==> config.mk <==
export PLATFORM = sky130hd
export DESIGN_NAME = vblank_update_scheduler_flat
export DESIGN_NICKNAME = d
export VERILOG_FILES = /design/src/rtl/vblank_update_scheduler_if.sv /design/src/rtl/vblank_update_scheduler.sv /design/src/flat_wrapper.sv
export SDC_FILE = /design/constraint.sdc
export NUM_CORES = 1
export LEC_CHECK = 0
export ABC_AREA = 1
export CORE_MARGIN = 2
export CORE_UTILIZATION = 45
export CTS_CLUSTER_DIAMETER = 30
export DETAILED_ROUTE_END_ITERATION = 10
export DONT_BUFFER_PORTS = 1
export SETUP_SLACK_MARGIN = 0.5
export SYNTH_ARGS = -nofsm -noshare
export SYNTH_HDL_FRONTEND = slang
export SYNTH_SLANG_ARGS = --single-unit
export TNS_END_PERCENT = 5
==> constraint.sdc <==
create_clock -name pclk -period 2.63 [get_ports pclk]
set_input_delay 0.526 -clock pclk [delete_from_list [all_inputs] [get_ports pclk]]
set_output_delay 0.526 -clock pclk [all_outputs]
set_load 0.005 [all_outputs]
==> src/rtl/vblank_update_scheduler_if.sv <==
// Handshake bundle between the VGA timing generator / game logic (master)
// and the vblank update scheduler (slave).
`timescale 1ns/1ps
interface vblank_update_scheduler_if #(
  parameter int DIV_W  = 6,
  parameter int CNT_W  = 16,
  parameter int DROP_W = 8
);
  logic              vblnk;
  logic              enable;
  logic              pause;
  logic [DIV_W-1:0]  frame_div;
  logic              upd_ack;
  logic              clr_ovr;
  logic              upd_req;
  logic              frame_tick;
  logic              swap;
  logic              overrun;
  logic              busy;
  logic [CNT_W-1:0]  tick_count;
  logic [DROP_W-1:0] drop_cnt;

  modport master (
    output vblnk, enable, pause, frame_div, upd_ack, clr_ovr,
    input  upd_req, frame_tick, swap, overrun, busy, tick_count, drop_cnt
  );

  modport slave (
    input  vblnk, enable, pause, frame_div, upd_ack, clr_ovr,
    output upd_req, frame_tick, swap, overrun, busy, tick_count, drop_cnt
  );
endinterface

==> src/rtl/vblank_update_scheduler.sv <==
// Paces game-state updates to the display frame: every N frames, at vblank
// start, request an update, then commit it with a swap pulse inside blanking.
`timescale 1ns/1ps
module vblank_update_scheduler #(
  parameter int DIV_W  = 6,
  parameter int CNT_W  = 16,
  parameter int DROP_W = 8
) (
  input logic                      pclk,
  input logic                      rst_n,
  vblank_update_scheduler_if.slave bus
);

  typedef enum logic [1:0] {
    S_WAIT_VBL    = 2'd0,
    S_REQ         = 2'd1,
    S_COMMIT_WAIT = 2'd2
  } state_e;

  state_e            state_q, state_d;
  logic [DIV_W-1:0]  frame_cnt_q, frame_cnt_d;
  logic              vblnk_q;
  logic              upd_req_q, upd_req_d;
  logic              frame_tick_q, frame_tick_d;
  logic              swap_q, swap_d;
  logic              overrun_q, overrun_d;
  logic              busy_q, busy_d;
  logic [CNT_W-1:0]  tick_count_q, tick_count_d;
  logic [DROP_W-1:0] drop_cnt_q, drop_cnt_d;

  logic              rise;
  logic [DIV_W-1:0]  div_eff;
  logic [DIV_W-1:0]  div_last;

  assign rise     = bus.vblnk & ~vblnk_q;
  assign div_eff  = (bus.frame_div == '0) ? DIV_W'(1) : bus.frame_div;
  assign div_last = div_eff - DIV_W'(1);

  // NOTE: every variable gets its hold/default value before the case so no
  // path leaves it unassigned; a missing default here would infer a latch.
  always_comb begin
    state_d      = state_q;
    frame_cnt_d  = frame_cnt_q;
    upd_req_d    = upd_req_q;
    swap_d       = 1'b0;
    overrun_d    = overrun_q;
    tick_count_d = tick_count_q;
    drop_cnt_d   = drop_cnt_q;
    frame_tick_d = rise;

    // Clear first so a late completion on the same edge overrides it.
    if (bus.clr_ovr) begin
      overrun_d = 1'b0;
    end

    case (state_q)
      S_WAIT_VBL: begin
        if (rise && bus.enable && !bus.pause) begin
          // ">=" keeps a lowered frame_div from stranding the count.
          if (frame_cnt_q >= div_last) begin
            frame_cnt_d  = '0;
            upd_req_d    = 1'b1;
            tick_count_d = tick_count_q + CNT_W'(1);
            state_d      = S_REQ;
          end else begin
            frame_cnt_d = frame_cnt_q + DIV_W'(1);
          end
        end
      end

      S_REQ: begin
        if (bus.upd_ack) begin
          upd_req_d = 1'b0;
          if (bus.vblnk) begin
            swap_d  = 1'b1;
            state_d = S_WAIT_VBL;
          end else begin
            overrun_d = 1'b1;
            state_d   = S_COMMIT_WAIT;
          end
        end else if (rise && (drop_cnt_q != '1)) begin
          drop_cnt_d = drop_cnt_q + DROP_W'(1);
        end
      end

      S_COMMIT_WAIT: begin
        // The frame that carries the deferred commit never issues a request.
        if (rise) begin
          swap_d      = 1'b1;
          frame_cnt_d = '0;
          state_d     = S_WAIT_VBL;
        end
      end

      default: begin
        upd_req_d = 1'b0;
        state_d   = S_WAIT_VBL;
      end
    endcase

    busy_d = (state_d == S_REQ) || (state_d == S_COMMIT_WAIT);
  end

  // NOTE: sequential state uses non-blocking assignments so every flop
  // samples the pre-edge value of every other flop.
  always_ff @(posedge pclk or negedge rst_n) begin
    if (!rst_n) begin
      state_q      <= S_WAIT_VBL;
      frame_cnt_q  <= '0;
      vblnk_q      <= 1'b0;
      upd_req_q    <= 1'b0;
      frame_tick_q <= 1'b0;
      swap_q       <= 1'b0;
      overrun_q    <= 1'b0;
      busy_q       <= 1'b0;
      tick_count_q <= '0;
      drop_cnt_q   <= '0;
    end else begin
      state_q      <= state_d;
      frame_cnt_q  <= frame_cnt_d;
      vblnk_q      <= bus.vblnk;
      upd_req_q    <= upd_req_d;
      frame_tick_q <= frame_tick_d;
      swap_q       <= swap_d;
      overrun_q    <= overrun_d;
      busy_q       <= busy_d;
      tick_count_q <= tick_count_d;
      drop_cnt_q   <= drop_cnt_d;
    end
  end

  assign bus.upd_req    = upd_req_q;
  assign bus.frame_tick = frame_tick_q;
  assign bus.swap       = swap_q;
  assign bus.overrun    = overrun_q;
  assign bus.busy       = busy_q;
  assign bus.tick_count = tick_count_q;
  assign bus.drop_cnt   = drop_cnt_q;

  // A commit and an outstanding request are mutually exclusive by design.
  a_swap_excl_req: assert property (
    @(posedge pclk) disable iff (!rst_n) !(swap_q && upd_req_q)
  );

  a_req_implies_busy: assert property (
    @(posedge pclk) disable iff (!rst_n) upd_req_q |-> busy_q
  );

endmodule

==> src/flat_wrapper.sv <==
// flat-port wrapper written by rule: the top's interface ports become plain ports
module vblank_update_scheduler_flat 
#(
  parameter int DIV_W  = 6,
  parameter int CNT_W  = 16,
  parameter int DROP_W = 8
)
  (pclk, rst_n, bus_vblnk, bus_enable, bus_pause, bus_frame_div, bus_upd_ack, bus_clr_ovr, bus_upd_req, bus_frame_tick, bus_swap, bus_overrun, bus_busy, bus_tick_count, bus_drop_cnt);
  vblank_update_scheduler_if #(.DIV_W(DIV_W), .CNT_W(CNT_W), .DROP_W(DROP_W)) bus_i ();
  input logic pclk;
  input logic rst_n;
  input wire logic [$bits(bus_i.vblnk)-1:0] bus_vblnk;
  input wire logic [$bits(bus_i.enable)-1:0] bus_enable;
  input wire logic [$bits(bus_i.pause)-1:0] bus_pause;
  input wire logic [$bits(bus_i.frame_div)-1:0] bus_frame_div;
  input wire logic [$bits(bus_i.upd_ack)-1:0] bus_upd_ack;
  input wire logic [$bits(bus_i.clr_ovr)-1:0] bus_clr_ovr;
  output wire logic [$bits(bus_i.upd_req)-1:0] bus_upd_req;
  output wire logic [$bits(bus_i.frame_tick)-1:0] bus_frame_tick;
  output wire logic [$bits(bus_i.swap)-1:0] bus_swap;
  output wire logic [$bits(bus_i.overrun)-1:0] bus_overrun;
  output wire logic [$bits(bus_i.busy)-1:0] bus_busy;
  output wire logic [$bits(bus_i.tick_count)-1:0] bus_tick_count;
  output wire logic [$bits(bus_i.drop_cnt)-1:0] bus_drop_cnt;
  assign bus_i.vblnk = bus_vblnk;
  assign bus_i.enable = bus_enable;
  assign bus_i.pause = bus_pause;
  assign bus_i.frame_div = bus_frame_div;
  assign bus_i.upd_ack = bus_upd_ack;
  assign bus_i.clr_ovr = bus_clr_ovr;
  assign bus_upd_req = bus_i.upd_req;
  assign bus_frame_tick = bus_i.frame_tick;
  assign bus_swap = bus_i.swap;
  assign bus_overrun = bus_i.overrun;
  assign bus_busy = bus_i.busy;
  assign bus_tick_count = bus_i.tick_count;
  assign bus_drop_cnt = bus_i.drop_cnt;
  vblank_update_scheduler #(.DIV_W(DIV_W), .CNT_W(CNT_W), .DROP_W(DROP_W)) u_core (.pclk(pclk), .rst_n(rst_n), .bus(bus_i));
endmodule
==> metrics <==
CP Capture Type register; Die Width 73.52 um; data required time at the worst endpoint 2.81 ns; final hold violation count 0; synth top area cells dfrtp_1, nand2_1, xor2_1; grt total ovfl 0; Num CTS Buffers 5; H-Tree Depth 2; initial antenna violation count 0; First DRT Iteration DRCs 55; first-pass GRT wire length 6886 um; commonest cells after routing, fill and taps aside nand2_1, dfrtp_1, inv_1, nor2_1, nand3_1; Area Overhead vs Synth 9.839%; Gate power share 0.219; Max clock buf depth 2; hold slack 0.06808 ns; ANT cells 0; worst ir drop on vdd 0.3482 mV; Core Box Area 4692 um^2; Hold WC Path Type in -> async; syn nets 278; CP startpoint kind primary input; WL/cell 12.16 um; std cell rows 25; Final Wtd Congestion 0.7460; via total after detailed routing 1580; vias per inst 5.016; Cell Count, Final, Fillers Out 315; # fillers 479; port bufs 0; top-area cell type share of the netlist area 0.4373; Data arrival, critical path 2.11 ns; Pint 0.001057 W; mapped cell area 2175 um^2; Clk pwr share 0.319; final worst setup slack 0.6977 ns; Mean Syn Cell Area 8.595 um^2; switching share of power 0.3115; vias in the first global route 1548; FF-to-FF End u_core.bus.drop_cnt[7]; Max Slew Vio Count 0; Die Area 5404 um^2; status finished, final reports clean; Antenna Nets Post-Route 0; gr usage total 0.1671; Placed Instances 306; Power Total 0.001535 W; worst r2r src u_core.state_q[1]; reg2reg setup slack 0.72 ns; Max Cap Violations 0; commonest non-fill, non-tap cell in the layout nand2_1; synthesis-stage register bit count 38; Seq/Total Area, Yosys 0.4373; RSZ-0062 raised after global routing yes; largest net degree at the start of global routing 39; Clock Latency Late Sink 0.29 ns; Power Dens Cells 642.8 nW/um^2; Clk pin slew, worst setup/hold paths 0.08 ns; minimum clock period 1.932 ns; Worst Setup EP u_core.bus.tick_count[5]; leakage power 1.204 nW; final setup vio count 0; Slew HR 0.7273; crit path max fanout 16; total negative slack 0 ns; critical path class in -> reg; CTS Sinks 38; pre-CTS WS 0.2344 ns; drt first pass iters 4; IO Count 42; Nets 285; Distinct cells, synth 30; Seq pwr share 0.462; initial core utilization 0.4635; clock skew 0.003422 ns; worst slew pin tran 0.4060 ns; clk root buf clkbuf_8; Yosys top cell by area dfrtp_1; Final period util 0.7347; TritonCTS clock tree done; total wire length 3831 um; layout cells sized above 1 0.1149; DIE HEIGHT 73.52 um; fmax 0.5175 GHz; total setup buffers inserted after CTS 0; Synth Instances 253; yosys warns 0; Critical Path Source bus_frame_div[0]; post-DP HPWL 2863 um; DRC 0; worst r2r path cells 9; Psw 0.0004783 W
[Yosys cell counts]
cell	count
nor2_4	2
o22ai_1	1
a22oi_1	1
o21a_1	1
nand4_1	3
nor4_4	1
ha_1	12
a21oi_1	8
nor2_2	4
nor2_1	27
and3_1	2
a21oi_4	1
mux2i_1	1
nand2_2	2
o21ai_0	7
buf_6	1
nand2_1	47
inv_2	2
nor3_4	1
a21boi_0	1
nand2_4	2
dfrtp_1	38
nand3_1	19
mux2_2	1
xnor2_1	6
inv_1	37
nor3_1	5
xor2_1	18
o32ai_1	1
a31oi_1	1
[per-stage QoR]
stage,utilization,cell area [um^2]
2_1_floorplan,-,2175
3_3_place_gp,0.4755,2231
3_5_place_dp,0.4755,2231
4_1_cts,0.5029,2360
5_1_grt,0.5091,2389
6_report,0.5091,2389
[power groups by stage]
stage	Sequential, W	Combinational [W]	Clock (W)
global placement	0.000724	0.000315	0
global route	0.000721	0.000409	0.000530
CTS	0.000712	0.000337	0.000508
floorplan	0.000710	0.000266	0
finish	0.000710	0.000336	0.000489
detailed placement	0.000724	0.000319	0
[logic make-up (layout without fill, tap and decap cells)]
| family | Yosys count | after routing | share of synthesized area |
|---|---|---|---|
| fa+ha+maj | 12 | 12 | 0.06904 |
| flops | 38 | 38 | 0.4373 |
| xor+xnor | 24 | 24 | 0.09666 |
| buf+inv | 40 | 48 | 0.07250 |
| mux | 2 | 2 | 0.009781 |
| simple gates | 115 | 115 | 0.2526 |
| compound gates | 22 | 22 | 0.06215 |
[worst max-delay path, cell delays in order]
cell,delay (ns)
nor2_1,0.12
nand3_1,0.11
nand2_1,0.07
nor2_1,0.05
xor2_1,0.12
inv_1,0.06
ha_1,0.26
nand2_1,0.05
nor2_1,0.10
nand2_2,0.09
nand2_4,0.11
nand2_8,0.12
inv_2,0.11
nand2_1,0.06
xor2_1,0.14
[routing by layer]
layer,routed length [um],vias up,global-route usage
li1,-,824,-
met1,1815,720,0.2165
met2,1715,29,0.2540
met3,222,7,0.05624
met4,78,0,0.07273
met5,0,-,0
[how the worst min path moves through the flow]
stage	startpoint	end	slack (ns)	depth (start not counted)
finish	rst_n	u_core.bus.tick_count[3]	0.07	1
CTS	rst_n	u_core.bus.drop_cnt[7]	0.06	1
detailed placement	rst_n	u_core.bus.drop_cnt[7]	0.23	0
global route	rst_n	u_core.bus.drop_cnt[7]	0.07	1
floorplan	rst_n	u_core.bus.busy	0.23	0
global placement	rst_n	u_core.bus.drop_cnt[6]	0.23	0
[state kept, by name (all words and copies together), names as in the netlist]
signal and count:
u_core.bus.tick_count 16, u_core.frame_cnt_q 6, u_core.vblnk_q 1, u_core.bus.busy 1
u_core.bus.frame_tick 1, u_core.bus.overrun 1, u_core.bus.swap 1, u_core.bus.upd_req 1
u_core.state_q 2, u_core.bus.drop_cnt 8
[layout make-up]
class                      instances  area (um^2)  share of cell area
multi-input combinational        175         1095              0.4584
sequential                        38        950.9              0.3981
timing repair buffer               1        20.02            0.008381
clock inverter                     3        40.04             0.01676
tap                               54        67.56             0.02829
clock buffer                       5        68.82             0.02881
inverter                          39        146.4             0.06129
[what timing repair did]
item | CTS | global route
endpoints found under the hold margin | 38 | 0
setup endpoints to repair | 0 | 13
hold buffers | 1 | 0
gates resized for setup | 0 | 9
Note: power is estimated with default switching activity, not from simulation.
